File: src/rtl/bf_pkg.sv
// Shared definitions for the brainfuck core, its execution controller and the
// LED/PMOD display logic that decodes state_id.
package bf_pkg;

  localparam int BF_STATE_W = 3;
  localparam int BF_CNT_W   = 24;

  typedef enum logic [BF_STATE_W-1:0] {
    ST_IDLE  = 3'd0,
    ST_CRST  = 3'd1,
    ST_LOAD  = 3'd2,
    ST_READY = 3'd3,
    ST_RUN   = 3'd4,
    ST_PAUSE = 3'd5,
    ST_DONE  = 3'd6,
    ST_FAULT = 3'd7
  } bf_state_e;

  function automatic logic state_is_busy(bf_state_e s);
    return (s == ST_CRST) || (s == ST_LOAD) || (s == ST_RUN);
  endfunction

endpackage

File: src/rtl/bf_timer.sv
// Loadable down-counter; done is high whenever the count has reached zero.
module bf_timer #(
  parameter int W = 8
) (
  input  logic         clk,
  input  logic         rst,
  input  logic         load,
  input  logic [W-1:0] load_val,
  input  logic         en,
  output logic         done
);

  logic [W-1:0] count_reg;

  always_ff @(posedge clk) begin
    if (rst) begin
      count_reg <= '0;
    end else if (load) begin
      count_reg <= load_val;
    end else if (en && (count_reg != '0)) begin
      count_reg <= count_reg - 1'b1;
    end
  end

  assign done = (count_reg == '0);

endmodule

File: src/rtl/bf_exec_ctrl.sv
// Execution controller: turns debounced button pulses into the core's
// reset -> load -> run/pause/step -> done lifecycle and counts retirements.
module bf_exec_ctrl
  import bf_pkg::*;
#(
  parameter int RST_CYCLES   = 4,
  parameter int LOAD_TIMEOUT = 65535,
  parameter int CNT_W        = BF_CNT_W
) (
  input  logic                  CLK,
  input  logic                  rst,
  input  logic                  load_pulse,
  input  logic                  start_pulse,
  input  logic                  step_pulse,
  input  logic                  core_loaded,
  input  logic                  core_halted,
  input  logic                  core_retire,
  output logic                  core_rst,
  output logic                  core_load_req,
  output logic                  core_run,
  output logic [BF_STATE_W-1:0] state_id,
  output logic [CNT_W-1:0]      insn_count,
  output logic                  fault,
  output logic                  busy
);

  localparam int RST_W = $clog2(RST_CYCLES + 1);
  localparam int TO_W  = $clog2(LOAD_TIMEOUT + 1);

  bf_state_e  state_reg, state_next;
  logic       step_reg, step_next;
  logic [CNT_W-1:0] count_reg, count_next;
  logic       crst_start, load_start;
  logic       crst_done, to_done;
  logic       core_rst_reg, load_req_reg, fault_reg, busy_reg;

  // Both timers are preloaded with N-1 so the state lasts exactly N cycles.
  bf_timer #(.W(RST_W)) u_crst_timer (
    .clk      (CLK),
    .rst      (rst),
    .load     (crst_start),
    .load_val (RST_W'(RST_CYCLES - 1)),
    .en       (state_reg == ST_CRST),
    .done     (crst_done)
  );

  bf_timer #(.W(TO_W)) u_load_timer (
    .clk      (CLK),
    .rst      (rst),
    .load     (load_start),
    .load_val (TO_W'(LOAD_TIMEOUT - 1)),
    .en       (state_reg == ST_LOAD),
    .done     (to_done)
  );

  always_comb begin
    state_next = state_reg;
    step_next  = step_reg;
    case (state_reg)
      ST_IDLE: if (load_pulse) state_next = ST_CRST;
      ST_CRST: if (crst_done) state_next = ST_LOAD;
      ST_LOAD: begin
        if (core_loaded)  state_next = ST_READY;
        else if (to_done) state_next = ST_FAULT;
      end
      ST_READY, ST_PAUSE: begin
        if (load_pulse) begin
          state_next = ST_CRST;
        end else if (start_pulse) begin
          state_next = ST_RUN;
          step_next  = 1'b0;
        end else if (step_pulse) begin
          state_next = ST_RUN;
          step_next  = 1'b1;
        end
      end
      ST_RUN: begin
        // A step request while already running outranks the stepping retire
        // and simply keeps the core running for one more instruction.
        if (load_pulse)                    state_next = ST_CRST;
        else if (core_halted)              state_next = ST_DONE;
        else if (start_pulse)              state_next = ST_PAUSE;
        else if (step_pulse)               state_next = ST_RUN;
        else if (step_reg && core_retire)  state_next = ST_PAUSE;
      end
      ST_DONE, ST_FAULT: if (load_pulse) state_next = ST_CRST;
      default: state_next = ST_IDLE;
    endcase

    crst_start = (state_next == ST_CRST) && (state_reg != ST_CRST);
    load_start = (state_next == ST_LOAD) && (state_reg != ST_LOAD);
    if (crst_start) step_next = 1'b0;
  end

  always_comb begin
    count_next = count_reg;
    if (crst_start || (state_reg == ST_CRST)) begin
      count_next = '0;
    end else if ((state_reg == ST_RUN) && core_retire && (count_reg != '1)) begin
      count_next = count_reg + 1'b1;
    end
  end

  always_ff @(posedge CLK) begin
    if (rst) begin
      state_reg    <= ST_IDLE;
      step_reg     <= 1'b0;
      count_reg    <= '0;
      core_rst_reg <= 1'b0;
      load_req_reg <= 1'b0;
      fault_reg    <= 1'b0;
      busy_reg     <= 1'b0;
    end else begin
      state_reg    <= state_next;
      step_reg     <= step_next;
      count_reg    <= count_next;
      core_rst_reg <= (state_next == ST_CRST);
      load_req_reg <= (state_next == ST_LOAD);
      fault_reg    <= (state_next == ST_FAULT);
      busy_reg     <= state_is_busy(state_next);
    end
  end

  // core_run drops in the stepping retire cycle so one step is one instruction.
  assign core_run      = (state_reg == ST_RUN) && !(step_reg && core_retire);
  assign core_rst      = core_rst_reg;
  assign core_load_req = load_req_reg;
  assign fault         = fault_reg;
  assign busy          = busy_reg;
  assign state_id      = state_reg;
  assign insn_count    = count_reg;

endmodule

File: config.mk
export PLATFORM = sky130hd
export DESIGN_NAME = bf_exec_ctrl
export DESIGN_NICKNAME = d
export VERILOG_FILES = /design/src/rtl/bf_pkg.sv /design/src/rtl/bf_timer.sv /design/src/rtl/bf_exec_ctrl.sv
export SDC_FILE = /design/constraint.sdc
export NUM_CORES = 1
export LEC_CHECK = 0
export ABC_AREA = 0
export CORE_AREA = 2 2 69 71
export CTS_BUF_LIST = sky130_fd_sc_hd__clkbuf_4
export DETAILED_ROUTE_END_ITERATION = 8
export DIE_AREA = 0 0 71 73
export DONT_BUFFER_PORTS = 1
export PLACE_DENSITY_LB_ADDON = 0.08
export SLEW_MARGIN = 20
export SYNTH_ARGS = -nofsm -noshare
export SYNTH_HDL_FRONTEND = slang
export SYNTH_SLANG_ARGS = --single-unit
export TNS_END_PERCENT = 10
File: constraint.sdc
create_clock -name CLK -period 2.97 [get_ports CLK]
set_clock_uncertainty 0.15 [all_clocks]
set_input_delay 0.4455 -clock CLK [delete_from_list [all_inputs] [get_ports CLK]]
set_output_delay 0.4455 -clock CLK [all_outputs]
set_load 0.02 [all_outputs]
Word level (Yosys, flattened, before mapping):

Cells that the tools add are included.

* $add $sub $neg: 3
* reduce and logical (&&, ||, !) cells: 26
* mux-type cells: 19
* equal/unequal tests: 14
* bitwise operators: 1

Operators with widths (count)
* $mux 3: 12
* $mux 16: 2
* $add 24x1->24 const B: 1
* $ne 24x24->1 const B: 1
* $eq 3x3->1 const B: 6
* $logic_not 16->1: 1
* $reduce_bool 16->1: 1
* $sub 16x1->16 const B: 1
* $pmux 3 s5: 1
* $eq 3x2->1 const B: 3
* $logic_and 1x1->1: 8
* $reduce_or 2->1: 4
* $eq 3x1->1 const B: 2
* $logic_not 3->1: 2
* $reduce_bool 2->1: 3
* $mux 2: 2
* $logic_or 1x1->1: 3
* $ne 3x1->1 const B: 1
* $ne 3x2->1 const B: 1
* $reduce_and 3->1: 1
* $reduce_bool 3->1: 1
* $reduce_or 3->1: 1
* $sub 3x1->3 const B: 1
* $mux 1: 2
* other kinds (2): 2

* register bits after elaboration: 51
* word-level logic and storage cells: 74
* output and inout port bits: 32
* input bits: 8

Longest topological paths before layout:

Gate-level depths: netlist of run 1.

* depth after elaboration: 11
* mapped depth: 10
* mapped depth without buffers: 8

By module:

From an unflattened synthesis of run 1, not the netlist that was laid out.

* cell total of the unflattened synthesis: 339
* area total of the unflattened synthesis: 2881.5 um^2

Modules (own cells, without submodules)
* bf_exec_ctrl: area each 1754.2 um^2, sequential area each 640.6 um^2, times used 1, cells an instance 204
* bf_timer at u_load_timer: area each 944.7 um^2, sequential area each 320.3 um^2, times used 1, cells an instance 114
* bf_timer at u_crst_timer: area each 182.7 um^2, sequential area each 60.1 um^2, times used 1, cells an instance 21

Least setup slack after synthesis of run 1:

No wires, ideal clock.

* path type: register to register
* from: register state_reg[2] (netlist: state_id[2])
* to: register count_reg[15] (netlist: insn_count[15])
* library setup time: 64 ps
* period minus slack after synthesis: 2480 ps
* buffers on the path: 3
* path slack: 490 ps
* required time: 2756 ps
* cell stages (with the launch flop): 10
* arrival time: 2265 ps
* cell sequence: dfxtp_1 buf_2 or3b_1 nor2_2 nor4_1 or3_1 buf_4 a311o_4 buf_6 nor2_2

* cells in the longest elaborated chain, start to end: 10
* elaborated cells between the ends (all ways): 30
* those cells by class: eq/ne (9); mux (13); reduce/logical (8)

Ends and longest elaborated chain
* start, declared: line bf_exec_ctrl.sv:30 `bf_state_e state_reg, state_next;`
* start signal, assigned: line bf_exec_ctrl.sv:114 `state_reg <= state_next;`
* $mux 3: line bf_exec_ctrl.sv:84 `else if (step_reg && core_retire) state_next = ST_PAUSE;`
* $mux 3: line bf_exec_ctrl.sv:83 `else if (step_pulse) state_next = ST_RUN;`
* $mux 3: line bf_exec_ctrl.sv:82 `else if (start_pulse) state_next = ST_PAUSE;`
* $mux 3: line bf_exec_ctrl.sv:81 `else if (core_halted) state_next = ST_DONE;`
* $mux 3: line bf_exec_ctrl.sv:80 `if (load_pulse) state_next = ST_CRST;`
* $pmux 3 s5: line bf_exec_ctrl.sv:59 `case (state_reg)`
* $eq 3x1->1: line bf_exec_ctrl.sv:90 `crst_start = (state_next == ST_CRST) && (state_reg != ST_CRST);`
* $logic_and 1x1->1: line bf_exec_ctrl.sv:90
* $logic_or 1x1->1: line bf_exec_ctrl.sv:97 `if (crst_start || (state_reg == ST_CRST)) begin`
* $reduce_or 2->1 (no line)
* end signal, assigned: line bf_exec_ctrl.sv:116 `count_reg <= count_next;`
* end, declared: line bf_exec_ctrl.sv:32 `logic [CNT_W-1:0] count_reg, count_next;`

Parallel ways exist; a longest one is shown, timed or not.
A chain may end at the register's enable or synchronous reset.

Worst setup path after layout of run 1:

* from: register u_load_timer.count_reg[6]
* to: register count_reg[4] (netlist: insn_count[4])

* cells in the longest elaborated chain, start to end: 8

Ends and longest elaborated chain
* start, declared: line bf_timer.sv:13 `logic [W-1:0] count_reg;`
* start signal, assigned: line bf_timer.sv:19 `count_reg <= load_val;`
* start signal, assigned: line bf_timer.sv:21 `count_reg <= count_reg - 1'b1;`
* $logic_not 16->1: line bf_timer.sv:25 `assign done = (count_reg == '0);`
* $mux 3: line bf_exec_ctrl.sv:64 `else if (to_done) state_next = ST_FAULT;`
* $mux 3: line bf_exec_ctrl.sv:63 `if (core_loaded) state_next = ST_READY;`
* $pmux 3 s5: line bf_exec_ctrl.sv:59
* $eq 3x1->1: line bf_exec_ctrl.sv:90
* $logic_and 1x1->1: line bf_exec_ctrl.sv:90
* $logic_or 1x1->1: line bf_exec_ctrl.sv:97
* $reduce_or 2->1 (no line)

Every way passes these cells.

==> reports/qor.yml, run 1 <==
clk_pin_slew_ns: 0.16
rsz0062_at_grt: "false"
max_clock_freq_mhz: 385
p_switching_uw: 953
postLayoutCoreUtil_pct: 59.6
synth_compound_area_share_pct: 12.0
synth_fa_ha_area_share_pct: 1.96
swShare_pct: 40.1
synth_top_family_by_area: "simple AND/OR/NAND/NOR gates"
pin_count: 40
largest_reg_flops: 24
cts_buffer_depth: 2
cts_tree: "built"
cp-end-kind: "register"
r2r-start: "u_load_timer.count_reg[6]"
die_area_mm2: 0.00518
post_cts_buffers: 0
clkLatencyLatePin_ns: 0.37
start_kind: "register"
place_area_mm2: 0.00261
final_cells: 354
start_util_pct: 56.4
via_count: 2014
status: "finished, final reports clean"
finalHoldViolCount: 0
drt_iter0_markers: 118
finalWorstSetupSlack_ns: 0.371
ant_nets: 0
drive_above_1_share_pct: 11.3
comb_power_share_pct: 43.1
area_delta_synth_final_pct: 5.73
place_inst: 345
cts_made_buffers: 5
dieHeight_um: 73
dp_slack_ns: 0.359
synthTopCellsByCount: "dfxtp_1 (51), nor2_1 (27), xor2_1 (24), a21oi_1 (23), nand3_1 (17)"
critical-path-max-stage-delay_ns: 0.54
setup-tns-final_ns: 0
critical_path_arrival_ns: 2.70
drtPass1Iterations: 4
tightestPinTransition_ns: 0.786
syn_avg_cell_area_um2: 8.64
ir_worst_vdd_mv: 0.461
cp_cell_sequence: "or4_4, or3_1, nor3_1, or3_1, a311o_4, nor2_1"
overflow: 0
vias_per_cell: 5.69
synthCells: 296
grt_pass1_vias: 1805
cp-startpoint: "u_load_timer.count_reg[6]"
clockPowerShare_pct: 16.1
yosysTopAreaCellShare_pct: 39.9
synth_xor_area_share_pct: 13.0
diodes: 0
h-tree-depth: 2
yosysWarnings: 0
antenna_found_initial: 0
row_count: 25
maxCapViolCount: 0
critPathBufInv: 0
crit_path_frequent_cell: "or3_1"
gp_congestion: 0.855
setup_viol: 0
power_density_mw_per_mm2: 880
drt_wl_total_um: 4860
min_period_ns: 2.60
grt_pass1_wl_um: 8360
yosys.area_share.simple_pct: 27.8
core-area_mm2: 0.00454
seq_area_frac_synth_pct: 39.9
ys_ff_latch: 51
power.internal_uw: 1430
yosys-top-cells-area: "dfxtp_1 (40%), xor2_1 (8.2%), xnor2_1 (4.8%)"
pwr-share-seq_pct: 40.8
synth_cell_types: 46
final_area_mm2: 0.00270
synth_ff_type: "dfxtp_1"
drc_errors: 0
critical_path.slowest_cell: "or4_4"
yosys.cell_count.top_type: "dfxtp_1"
synth_mux_area_share_pct: 0.392
slew_headroom_pct: 47.5
layout.nets: 312
io_buffers: 0
crit_type: "register to register"
hold_start: "rst"
synth_top_area_cell: "dfxtp_1"
wl_per_cell_um: 13.7
syn_area_mm2: 0.00256
worst_ep_required_time_ns: 3.08
slew_viol_final: 0
dp_hpwl_um: 3400
post-route-period-util_pct: 87.5
crit_family: "simple AND/OR/NAND/NOR gates"
synthArstFlopShare_pct: 0
min_path_type: "primary input to register"
syn_nets: 308
clock_sinks: 51
die_w_um: 71
clockRootBuffer: "clkbuf_4"
grt_max_degree: 25
grt_usage_pct: 19.9
synth_edf_count: 0
cp_max_fo: 24
p_leak_uw: 0.000955
[repair_timing]
action | 4_1_cts | 5_1_grt
resized for setup | 0 | 0
hold endpoints to repair | 21 | 1
hold buffers | 1 | 1
[area by class of cell]
| class | instances | area [µm²] |
|---|---|---|
| Fill cell | 431 | 1830 |
| Clock buffer | 5 | 37.5 |
| Timing Repair Buffer | 10 | 80.1 |
| Clock inverter | 2 | 37.5 |
| Sequential cell | 51 | 1020 |
| Inverter | 13 | 48.8 |
| Multi-Input combinational cell | 219 | 1410 |
| Tap cell | 54 | 67.6 |
[placed cells by master, fill, tap and decap left out, drive strengths merged, types with 5 or more instances in the layout]
cell type and count:
dfxtp 51, nor2 40, xor2 24, a21oi 24, nand3 17, xnor2 14
inv 13, nor3 11, nand2 10, nand4 10, or3 8, buf 8
and3 7, a211oi 5, clkbuf 5
[stage by stage]
stage	total power (µW)	hold WS [ns]
2_1_floorplan	1890	0.320
3_3_place_gp	1990	0.328
3_5_place_dp	2000	0.332
4_1_cts	2400	0.00555
5_1_grt	2580	0.0856
6_report	2380	0.0878
[kinds of logic after synthesis]
kind of cell / after synthesis
compound gates: 48
xor+xnor: 38
fa+ha+maj: 4
buf+inv: 26
flops: 51
mux: 1
simple gates: 128
[final timing paths]
check	end	slack [ns]	depth (start not counted)
setup / recovery	insn_count[4]	0.37	6
hold / removal	core_load_req	0.09	2
setup reg to reg	insn_count[4]	0.37	6
hold reg to reg	u_crst_timer.count_reg[2]	0.35	2
[power by group through the flow]
stage	sequential [µW]	combinational (µW)	clock (µW)
finish	970	1030	384
global route	990	1170	418
CTS	970	1030	397
detailed placement	984	1020	0
global placement	983	1010	0
floorplan	974	913	0
[layer usage]
layer | GRT usage (%) | vias to the layer above | routed length [µm]
met5 | 0 | - | 0
met4 | 6.08 | 0 | 58
met3 | 5.66 | 7 | 223
met2 | 30.4 | 44 | 2180
met1 | 27.3 | 921 | 2390
li1 | - | 1042 | -
(Power assumes the default switching activity.)
==> run 2: changes to the inputs <==
CORE_AREA = 2 2 75 77   (was 2 2 69 71)
DIE_AREA = 0 0 77 79   (was 0 0 71 73)
TNS_END_PERCENT = 100   (was 10)
==> run 2 against run 1 <==
  * Die area increased by 17%
  * Largest cell class unchanged
  * First-iteration DRC count decreased by 14%
  * Cell count increased by 5.1%
  * Highest routed layer unchanged
  * Worst hold slack improved by 0.0032 ns
  * Global-route usage decreased by 2.3 points
==> reports/qor.yml, run 2 (same netlist as run 1, synthesis figures left out) <==
pwr-share-seq_pct: 40.5  # -0.3 points
cts_tree: "built"
cts_made_buffers: 5  # unchanged
wl_per_cell_um: 13.5  # -1.4%
via_count: 2008  # -0.30%
min_path_type: "primary input to register"
power.internal_uw: 1420  # -0.55%
clockRootBuffer: "clkbuf_4"
crit_path_frequent_cell: "or3_1"
final_common_cell: "dfxtp_1"
power_density_mw_per_mm2: 872  # -0.89%
slew_headroom_pct: 50.7  # +3.2 points
cp_cell_sequence: "or4_4, or3_1, nor3_1, or3_1, a311o_4, nor2_1"
setup_viol: 0  # unchanged
p_leak_uw: 0.000951  # -0.36%
dieHeight_um: 79  # +8.2%
die_w_um: 77  # +8.5%
cts_buffer_depth: 2  # unchanged
gp_congestion: 0.822  # -3.9%
grt_pass1_vias: 1869  # +3.5%
largest_reg_flops: 24  # unchanged
min_period_ns: 2.80  # +0.205 ns
crit_type: "register to register"
drtPass1Iterations: 4  # unchanged
drc_errors: 0  # unchanged
p_switching_uw: 954  # about the same
antenna_found_initial: 0  # unchanged
h-tree-depth: 2  # unchanged
clkLatencyLatePin_ns: 0.37  # about the same
area_delta_synth_final_pct: 6.36
fin_hold_ws_ns: 0.0910  # +0.00318 ns
post-route-period-util_pct: 94.4  # +6.9 points
power_uw: 2370  # -0.29%
diodes: 0  # unchanged
ant_nets: 0  # unchanged
post_cts_buffers: 0  # unchanged
critical_path_arrival_ns: 2.91  # +0.21 ns
grt_pass1_wl_um: 8760  # +4.9%
swShare_pct: 40.2  # +0.16 points
maxCapViolCount: 0  # unchanged
clk_pin_slew_ns: 0.15  # about the same
grt_max_degree: 25  # unchanged
layout.nets: 311  # -0.32%
cp-end-kind: "register"
status: "finished, final reports clean"
final_area_mm2: 0.00272  # +0.60%
max_clock_freq_mhz: 357  # -7.3%
die_area_mm2: 0.00608  # +17%
finalHoldViolCount: 0  # unchanged
dp_hpwl_um: 3580  # +5.3%
rsz0062_at_grt: "false"
overflow: 0  # unchanged
clock_sinks: 51  # unchanged
worst_ep_required_time_ns: 3.07  # about the same
mostFrequentLayoutCells: "dfxtp_1 (51), nor2_1 (27), xor2_1 (24)"
comb_power_share_pct: 43.2  # about the same
postLayoutCoreUtil_pct: 50.9  # -8.6 points
slew_viol_final: 0  # unchanged
grt_usage_pct: 17.6  # -2.3 points
tightestPinTransition_ns: 0.738  # -0.0480 ns
ir_worst_vdd_mv: 0.341  # -26%
cp_max_fo: 24  # unchanged
vias_per_cell: 5.40  # -5.1%
row_count: 27  # +8.0%
drt_wl_total_um: 5030  # +3.6%
place_area_mm2: 0.00262  # +0.58%
core-area_mm2: 0.00534  # +18%
critical-path-max-stage-delay_ns: 0.55  # about the same
n_fill_cell: 548  # +27%
multi_input_area_mm2: 0.00141  # unchanged
io_buffers: 0  # unchanged
setup-tns-final_ns: 0  # unchanged
start_kind: "register"
critical_path.slowest_cell: "or4_4"
regArea_mm2: 0.00102  # unchanged
drive_above_1_share_pct: 11.0  # -0.33 points
clockPowerShare_pct: 16.3  # +0.2 points
pin_count: 40  # unchanged
start_util_pct: 47.9  # -8.5 points
drt_iter0_markers: 101  # -14%
[run 2: cell types whose count changed in the layout (fill, tap and decap cells not counted)]
cell / before / now
clkinv_2: 0 / 1
buf_4: 8 / 7
clkinv_1: 0 / 1
clkinvlp_4: 1 / 0
[run 2: final timing paths]
| check | start | to | slack, ns | cells after the start |
|---|---|---|---|---|
| worst min register to register | u_load_timer.count_reg[15] | u_load_timer.count_reg[15] | 0.36 | 2 |
| worst max register to register | u_load_timer.count_reg[6] | insn_count[0] | 0.17 | 6 |
| worst max-delay path | u_load_timer.count_reg[6] | insn_count[0] | 0.17 | 6 |
| worst min-delay path | rst | step_reg | 0.09 | 2 |
[run 2: layout make-up]
| cell class | count | share of cell area, % |
|---|---|---|
| clock buffers | 5 | 1.38 |
| clock inverters | 3 | 1.43 |
| inverters | 13 | 1.79 |
| multi-input cells | 219 | 51.9 |
| flip-flops and latches | 51 | 37.6 |
| well taps | 72 | 3.31 |
| repair buffers | 9 | 2.67 |
[run 2: power groups by stage]
stage          logic (µW)  registers [µW]  clock network (µW)
3_3_place_gp         1010             976                   0
2_1_floorplan         913             974                   0
5_1_grt              1180             987                 421
3_5_place_dp         1030             974                   0
4_1_cts              1040             961                 404
6_report             1030             961                 386
[run 2: per-stage QoR]
| stage | std cells | worst slack (ns) |
|---|---|---|
| floorplan | 296 | 0.490 |
| global placement | 362 | 0.256 |
| detailed placement | 362 | 0.156 |
| CTS | 372 | 0.143 |
| global route | 372 | 0.00773 |
| finish | 372 | 0.166 |
[run 2: routing by layer]
layer / up-vias / track usage [%] / share of wire (%)
li1: 1041 / - / -
met1: 921 / 23.2 / 49
met2: 42 / 27.6 / 45
met3: 4 / 5.00 / 5.3
met4: 0 / 6.43 / 0.87
met5: - / 0 / 0
[run 2: timing repair]
item                                    CTS  global route
hold endpoints to repair                 22             0
hold buffers                              2             0
resized for setup                         0             0
endpoints found under the setup margin    0             1
[run 2: worst max-delay path: cells and delay by family, from the launching register on]
| kind | cells | cell delay (ns) |
|---|---|---|
| AO/OA/AOI/OAI | 1 | 0.51 |
| AND/OR/NAND/NOR | 5 | 1.67 |
| flip-flops | 1 | 0.37 |
